--- src/rtl/usr_pkg.sv ---
// Shared definitions for the universal shift register: operation codes,
// burst FSM state type and the shift-mode classifier.
package usr_pkg;

    // Operation select codes presented on the mode input.
    localparam logic [2:0] MODE_HOLD = 3'b000;
    localparam logic [2:0] MODE_SHL  = 3'b001;
    localparam logic [2:0] MODE_SHR  = 3'b010;
    localparam logic [2:0] MODE_LOAD = 3'b011;
    localparam logic [2:0] MODE_ROTL = 3'b100;
    localparam logic [2:0] MODE_ROTR = 3'b101;
    localparam logic [2:0] MODE_ASR  = 3'b110;
    localparam logic [2:0] MODE_RSVD = 3'b111;

    // Burst controller states.
    typedef enum logic {
        ST_IDLE = 1'b0,
        ST_BUSY = 1'b1
    } state_t;

    // True for modes that move bits and therefore make sense in a burst.
    function automatic logic is_shift_mode(input logic [2:0] m);
        case (m)
            MODE_SHL, MODE_SHR, MODE_ROTL, MODE_ROTR, MODE_ASR: return 1'b1;
            default:                                            return 1'b0;
        endcase
    endfunction

endpackage

--- src/rtl/usr_shift_step.sv ---
// One-step next-value function of the universal shift register.
// Purely combinational; the caller decides when the result is committed.
module usr_shift_step
    import usr_pkg::*;
#(
    parameter int WIDTH = 8
) (
    input  logic [2:0]       i_mode,
    input  logic [WIDTH-1:0] i_d,
    input  logic [WIDTH-1:0] i_data_in,
    input  logic             i_sft_left,
    input  logic             i_sft_right,
    output logic [WIDTH-1:0] o_next
);

    // Select the next register value for the requested operation.
    always_comb begin
        o_next = i_d;
        case (i_mode)
            MODE_SHL:  o_next = {i_d[WIDTH-2:0], i_sft_left};
            MODE_SHR:  o_next = {i_sft_right, i_d[WIDTH-1:1]};
            MODE_LOAD: o_next = i_data_in;
            MODE_ROTL: o_next = {i_d[WIDTH-2:0], i_d[WIDTH-1]};
            MODE_ROTR: o_next = {i_d[0], i_d[WIDTH-1:1]};
            MODE_ASR:  o_next = {i_d[WIDTH-1], i_d[WIDTH-1:1]};
            default:   o_next = i_d;
        endcase
    end

endmodule

--- src/rtl/universal_shift_reg_p.sv ---
// Parametrised universal shift register with single-cycle operations and a
// multi-cycle burst shift (start/amt -> busy/done).
module universal_shift_reg_p
    import usr_pkg::*;
#(
    parameter int WIDTH = 8,
    parameter int AMT_W = $clog2(WIDTH + 1)
) (
    input  logic             clk,
    input  logic             reset,
    input  logic             en,
    input  logic [2:0]       mode,
    input  logic [WIDTH-1:0] data_in,
    input  logic             sft_left,
    input  logic             sft_right,
    input  logic             start,
    input  logic [AMT_W-1:0] amt,
    output logic [WIDTH-1:0] data_out,
    output logic             q_left,
    output logic             q_right,
    output logic             busy,
    output logic             done
);

    state_t           r_state;
    logic [WIDTH-1:0] r_data;
    logic [AMT_W-1:0] r_cnt;
    logic [2:0]       r_mode;
    logic             r_done;

    logic [2:0]       w_step_mode;
    logic [WIDTH-1:0] w_next;
    logic             w_burst_go;

    // During a burst the latched mode drives the step; otherwise the live input.
    assign w_step_mode = (r_state == ST_BUSY) ? r_mode : mode;
    assign w_burst_go  = start && is_shift_mode(mode) && (amt != '0);

    usr_shift_step #(
        .WIDTH(WIDTH)
    ) u_step (
        .i_mode      (w_step_mode),
        .i_d         (r_data),
        .i_data_in   (data_in),
        .i_sft_left  (sft_left),
        .i_sft_right (sft_right),
        .o_next      (w_next)
    );

    // Burst FSM, step counter and data register; en=0 freezes everything but
    // done, which is only ever high for one enabled completion edge.
    // The counter holds the steps still to perform after the current one, so
    // a burst of amt steps stays BUSY for amt enabled cycles and completes on
    // the following enabled edge.
    always_ff @(posedge clk) begin
        if (reset) begin
            r_state <= ST_IDLE;
            r_data  <= '0;
            r_cnt   <= '0;
            r_mode  <= MODE_HOLD;
            r_done  <= 1'b0;
        end else if (!en) begin
            r_done  <= 1'b0;
        end else begin
            r_done <= 1'b0;
            case (r_state)
                ST_IDLE: begin
                    if (start) begin
                        if (w_burst_go) begin
                            r_data  <= w_next;
                            r_mode  <= mode;
                            r_cnt   <= amt - AMT_W'(1);
                            r_state <= ST_BUSY;
                        end else begin
                            r_done  <= 1'b1;
                        end
                    end else begin
                        r_data <= w_next;
                    end
                end
                ST_BUSY: begin
                    if (r_cnt != '0) begin
                        r_data <= w_next;
                        r_cnt  <= r_cnt - AMT_W'(1);
                    end else begin
                        r_state <= ST_IDLE;
                        r_done  <= 1'b1;
                    end
                end
                default: r_state <= ST_IDLE;
            endcase
        end
    end

    assign data_out = r_data;
    assign q_left   = r_data[WIDTH-1];
    assign q_right  = r_data[0];
    assign busy     = (r_state == ST_BUSY);
    assign done     = r_done;

endmodule

--- config.mk ---
export PLATFORM = sky130hd
export DESIGN_NAME = universal_shift_reg_p
export DESIGN_NICKNAME = d
export VERILOG_FILES = /design/src/rtl/usr_pkg.sv /design/src/rtl/usr_shift_step.sv /design/src/rtl/universal_shift_reg_p.sv
export SDC_FILE = /design/constraint.sdc
export NUM_CORES = 1
export LEC_CHECK = 0
export CAP_MARGIN = 10
export CORE_ASPECT_RATIO = 1.5
export CORE_MARGIN = 3
export CORE_UTILIZATION = 36
export CTS_BUF_LIST = sky130_fd_sc_hd__clkbuf_4 sky130_fd_sc_hd__clkbuf_8 sky130_fd_sc_hd__clkbuf_16
export CTS_CLUSTER_SIZE = 16
export DETAILED_ROUTE_END_ITERATION = 8
export PLACE_DENSITY = 0.7
export SYNTH_ARGS = -nofsm -noshare
export SYNTH_HDL_FRONTEND = slang
export SYNTH_SLANG_ARGS = --single-unit
--- constraint.sdc ---
create_clock -name clk -period 2 [get_ports clk]
set_input_delay 0.4 -clock clk [delete_from_list [all_inputs] [get_ports clk]]
set_output_delay 0.4 -clock clk [all_outputs]
set_load 0.02 [all_outputs]
==> results of run 1 <==
## cells by family after synthesis
| group | share of synthesized area, % |
|---|---|
| adders and majority gates | 1.024 |
| and+or+nand+nor | 17.93 |
| muxes | 8.914 |
| buffers and inverters | 7.888 |
| DFF | 27.87 |
| AOI/OAI and AO/OA | 36.37 |
## per-layer routing
metal / up-vias / part of all wire [%] / GRT usage, %
met5: - / 0 / 0
li1: 621 / - / -
met2: 32 / 52 / 28.62
met1: 578 / 43 / 20.07
met4: 0 / 1.7 / 5.627
met3: 6 / 4.0 / 2.495
## power by group
part           internal, mW  total [mW]  leakage (nW)  switching (mW)
registers             0.368       0.407         0.139          0.0385
clock network         0.154       0.260        0.0262           0.105
logic                 0.226       0.430         0.466           0.204
total                 0.749        1.10         0.632           0.348
## Yosys cell counts, types with 2 or more instances
master	number	area share, %
nand2_1	22	6.8
dfxtp_1	17	28
a21oi_1	15	6.1
o21ai_0	8	3.3
a22oi_1	6	3.7
a2bb2oi_1	6	4.3
a311oi_2	6	7.4
nor2_1	6	1.8
inv_1	4	1.2
buf_4	3	1.8
mux2_2	3	2.8
mux2i_1	3	2.5
nand3_1	3	1.2
buf_6	2	1.8
mux2i_4	2	3.7
nor3_1	2	0.82
## per-stage QoR
stage,cell area (um2),setup WS (ns),cells
6_report,1749,0.07433,228
5_1_grt,1749,-0.0008265,228
4_1_cts,1717,0.03735,226
3_5_place_dp,1668,-0.2211,222
3_3_place_gp,1668,-0.1898,222
2_1_floorplan,1221,0.1501,137
## final timing paths
path              slack, ns                        to             startpoint  depth (start not counted)
setup / recovery       0.07                      busy      busy$_SDFFE_PP0P_                          2
hold / removal         0.49     r_cnt[3]$_SDFFE_PP0P_  r_cnt[3]$_SDFFE_PP0P_                          2
setup reg to reg       0.26  data_out[1]$_SDFFE_PP0P_      busy$_SDFFE_PP0P_                          6
hold reg to reg        0.49     r_cnt[3]$_SDFFE_PP0P_  r_cnt[3]$_SDFFE_PP0P_                          2
## registers in the layout, indices dropped and copies added (netlist names)
signal,flops
data_out,8
r_cnt,4
r_mode,3
busy,1
done,1
## final cells by class
cell class | instances | area [um2]
clock buffer | 4 | 48.80
inverter | 4 | 15.01
multi-input combinational | 108 | 802.0
tap | 40 | 50.05
timing repair buffer | 55 | 493.0
sequential | 17 | 340.3
fill | 322 | 1441
## timing repair
action	in CTS	in global routing
hold buffers	0	0
buffers inserted	0	2
endpoints found under the hold margin	0	0
resized for setup	0	5
endpoints found under the setup margin	0	10
## worst reg2reg max path, cell delays in order (launching register included)
cell      delay [ns]
dfxtp_1         0.43
buf_4           0.19
mux2i_4         0.30
nand2_2         0.12
o21a_4          0.24
and2_4          0.18
a311oi_2        0.20
==> impl_metrics.json, run 1 <==
{
  "outcome": "finished, final reports clean",
  "nNetsFinal": 211,
  "critPathMaxFanout": 10,
  "max_slew_margin_pct": 65.25,
  "maxCapViolCount": 0,
  "vdd_drop_max_v": 0.0003647,
  "endpoint_kind": "output pin",
  "hold_path_class": "reg -> reg",
  "cp_top_family": "buffers and inverters",
  "power_density_nw_per_um2": 627.0,
  "h-tree-depth": 1,
  "critical_path_required_ns": 1.60,
  "setup_violations": 0,
  "period_share_pct": 96.28,
  "arrival_ns": 1.53,
  "dp_hpwl_um": 2526,
  "setup_tns_ns": 0,
  "start_util_pct": 38.27,
  "grt_first_pass_wirelength_um": 5437,
  "synth_fp_nets": 159,
  "synth_area_per_cell_um2": 8.914,
  "fmax_ghz": 0.5193,
  "route.antenna.remaining_nets": 0,
  "grt_max_degree": 18,
  "synth-main-ff-cell": "dfxtp_1",
  "layout_common_cells": "clkdlybuf4s50_1, buf_4, nand2_1, dfxtp_1, a21oi_1",
  "critPathSlowestCell": "clkdlybuf4s50_1",
  "cts_root_buf": "clkbuf_8",
  "final_layout_size_suffix_gt1_share_pct": 27.13,
  "final_util_pct": 54.82,
  "route.detailed.drc": 0,
  "critPathMaxStageDelay_ns": 0.62,
  "grt_pass1_vias": 1271,
  "crit_type": "reg -> out",
  "vias": 1237,
  "drt_iter0_drc": 22,
  "diodes": 0,
  "period_minus_slack_ns": 1.926,
  "synth_edf_count": 0,
  "cts_tree": "done",
  "die_h_um": 77.33,
  "wl_per_cell_um": 13.90,
  "tightestPinTransition_ns": 0.5158,
  "clock_skew_ns": 0.0008898,
  "vias_per_cell": 5.425,
  "ios": 33,
  "dieArea_um2": 4141,
  "p_leak_nw": 0.6319,
  "ys_types": 45,
  "slew_viol_final": 0,
  "syn-cell-area_um2": 1221,
  "layout.cells.most_common": "clkdlybuf4s50_1",
  "io_buffers": 32,
  "totalWireLength_um": 3169,
  "numCtsBuffers": 3,
  "area_delta_synth_final_pct": 43.24,
  "core_um2": 3191,
  "antenna_found_initial": 0,
  "grt_overflow": 0,
  "startpoint_type": "flip-flop",
  "total_power_mw": 1.097,
  "netlist_instances": 137,
  "ys_seq_elements": 17,
  "hold_viol": 0,
  "hold_ws_ns": 0.4852,
  "clockBufferDepth": 2,
  "die_w_um": 53.56,
  "place_congestion": 0.8113,
  "insertion_delay_ns": 0.24,
  "async_flop_share_pct": 0,
  "dr.pass1.iters": 4,
  "cp_cell_sequence": "buf_4 > clkdlybuf4s50_1",
  "grt_usage_pct": 16.58,
  "critPathBufInv": 2,
  "yosysSeqAreaShare_pct": 27.87,
  "clk_pin_slew_ns": 0.06,
  "yosysWarnings": 0,
  "num_rows": 25,
  "cts.sinks": 17
}
(Power assumes the default switching activity.)
==> run 2: changes to the inputs <==
==> constraint.sdc (replaced) <==
create_clock -name clk -period 2.3 [get_ports clk]
set_input_delay 0.46 -clock clk [delete_from_list [all_inputs] [get_ports clk]]
set_output_delay 0.46 -clock clk [all_outputs]
set_load 0.02 [all_outputs]
==> run 2 against run 1 <==
Clock power is 15% lower. Routed wire length is 7.5% lower. Cell count is 5.7% lower. Register-to-register slack better by 0.16 ns. Sequential share of layout area is 1.4 points higher. Combinational power is 21% lower. Sequential cell count stayed put. Global-route usage is 1.1 points lower. Total power is 16% lower. Die area stayed put. Via count is 5.4% lower. Worst hold slack worse by 0.0035 ns. Largest cell class unchanged.
==> impl_metrics.json, run 2 (synthesis results as in run 1) <==
{
  "dieArea_um2": 4141,
  "area_delta_synth_final_pct": 33.61,
  "rrSetupSlack_ns": 0.42,
  "grt_max_degree": 18,
  "drt_iter0_drc": 26,
  "slew_viol_final": 0,
  "hold_path_class": "reg -> reg",
  "clk_pin_slew_ns": 0.07,
  "numCtsBuffers": 3,
  "period_minus_slack_ns": 2.163,
  "nNetsFinal": 198,
  "hold_viol": 0,
  "vias_per_cell": 5.442,
  "layout_common_cells": "clkdlybuf4s50_1, nand2_1, dfxtp_1, a21oi_1, buf_4",
  "insertion_delay_ns": 0.25,
  "crit_type": "reg -> out",
  "wl_per_cell_um": 13.63,
  "grt_usage_pct": 15.45,
  "endpoint_kind": "output pin",
  "setup_tns_ns": 0,
  "postLayoutCellArea_um2": 1632,
  "final_layout_size_suffix_gt1_share_pct": 20.00,
  "ios": 33,
  "max_slew_margin_pct": 66.19,
  "clock_skew_ns": 0.0009327,
  "place_congestion": 0.8213,
  "startpoint_type": "flip-flop",
  "power_density_nw_per_um2": 561.4,
  "cts-resized-gates": 0,
  "antenna_found_initial": 0,
  "cts_setup_buffers": 0,
  "final.setup.worst_slack_ns": 0.1371,
  "dr.pass1.iters": 4,
  "cts_hold_buffers": 0,
  "tightestPinTransition_ns": 0.5019,
  "outcome": "finished, final reports clean",
  "cts.sinks": 17,
  "num_rows": 25,
  "route.antenna.remaining_nets": 0,
  "rsz0062_at_grt": "no",
  "die_w_um": 53.56,
  "cts_tree": "done",
  "die_h_um": 77.33,
  "critPathMaxFanout": 10,
  "largest_register_ffs": 8,
  "period_share_pct": 94.04,
  "core_um2": 3191,
  "layout.cells.most_common": "clkdlybuf4s50_1",
  "grt_pass1_vias": 1144,
  "final_cells": 215,
  "dp.cells": 211,
  "final_util_pct": 51.14,
  "dp_hpwl_um": 2336,
  "p_leak_nw": 0.5640,
  "cts_root_buf": "clkbuf_8",
  "critical_path_required_ns": 1.84,
  "arrival_ns": 1.70,
  "fmax_ghz": 0.4623,
  "setup_violations": 0,
  "start_util_pct": 38.27,
  "h-tree-depth": 1,
  "maxCapViolCount": 0,
  "io_buffers": 32,
  "grt_first_pass_wirelength_um": 5016,
  "clockBufferDepth": 2,
  "vdd_drop_max_v": 0.0002798,
  "vias": 1170,
  "grt_overflow": 0,
  "placed_cell_area_um2": 1585,
  "route.detailed.drc": 0,
  "place_ws_ns": 0.03378,
  "diodes": 0,
  "totalWireLength_um": 2931
}
## run 2: cell types whose count changed in the layout (fill, tap and decap cells not counted), sizes merged
cell / change
clkinv: +1
clkbuf: -1
buf: -13
## run 2: layout make-up
type	instances	area [um2]
fill	317	1559
multi-input combinational	108	784.5
timing repair buffer	42	395.4
sequential	17	340.3
tap	40	50.05
clock buffer	3	41.29
inverter	4	15.01
clock inverter	1	5.005
## run 2: per-stage QoR
step	hold slack (ns)	power, mW
after global placement	0.4553	0.6974
after global routing	0.5056	0.9663
after detailed placement	0.4707	0.6994
after CTS	0.4800	0.9212
final	0.4818	0.9160
after floorplan	0.4501	0.5800
## run 2: routing by layer
layer	up-vias	routed length (um)	part of all wire (%)	GRT usage, %
met1	534	1293	44	18.80
li1	598	-	-	-
met3	4	163	5.6	3.071
met4	0	31	1.1	5.371
met2	34	1442	49	26.04
met5	-	0	0	0
## run 2: report_power, final
part,internal [mW],switching [mW]
sequential,0.320,0.0338
combinational,0.175,0.165
clock,0.120,0.102
total,0.615,0.301
## run 2: path summary, 6_finish.rpt
path,endpoint,cells after the start,startpoint
max,busy,2,busy$_SDFFE_PP0P_
min,r_cnt[3]$_SDFFE_PP0P_,2,r_cnt[3]$_SDFFE_PP0P_
max reg2reg,data_out[0]$_SDFFE_PP0P_,5,busy$_SDFFE_PP0P_
min reg2reg,r_cnt[3]$_SDFFE_PP0P_,2,r_cnt[3]$_SDFFE_PP0P_
## run 2: critical path: stages, from the launching register on
cell and delay [ns]:
dfxtp_1 0.56, buf_4 0.27, clkdlybuf4s50_1 0.62
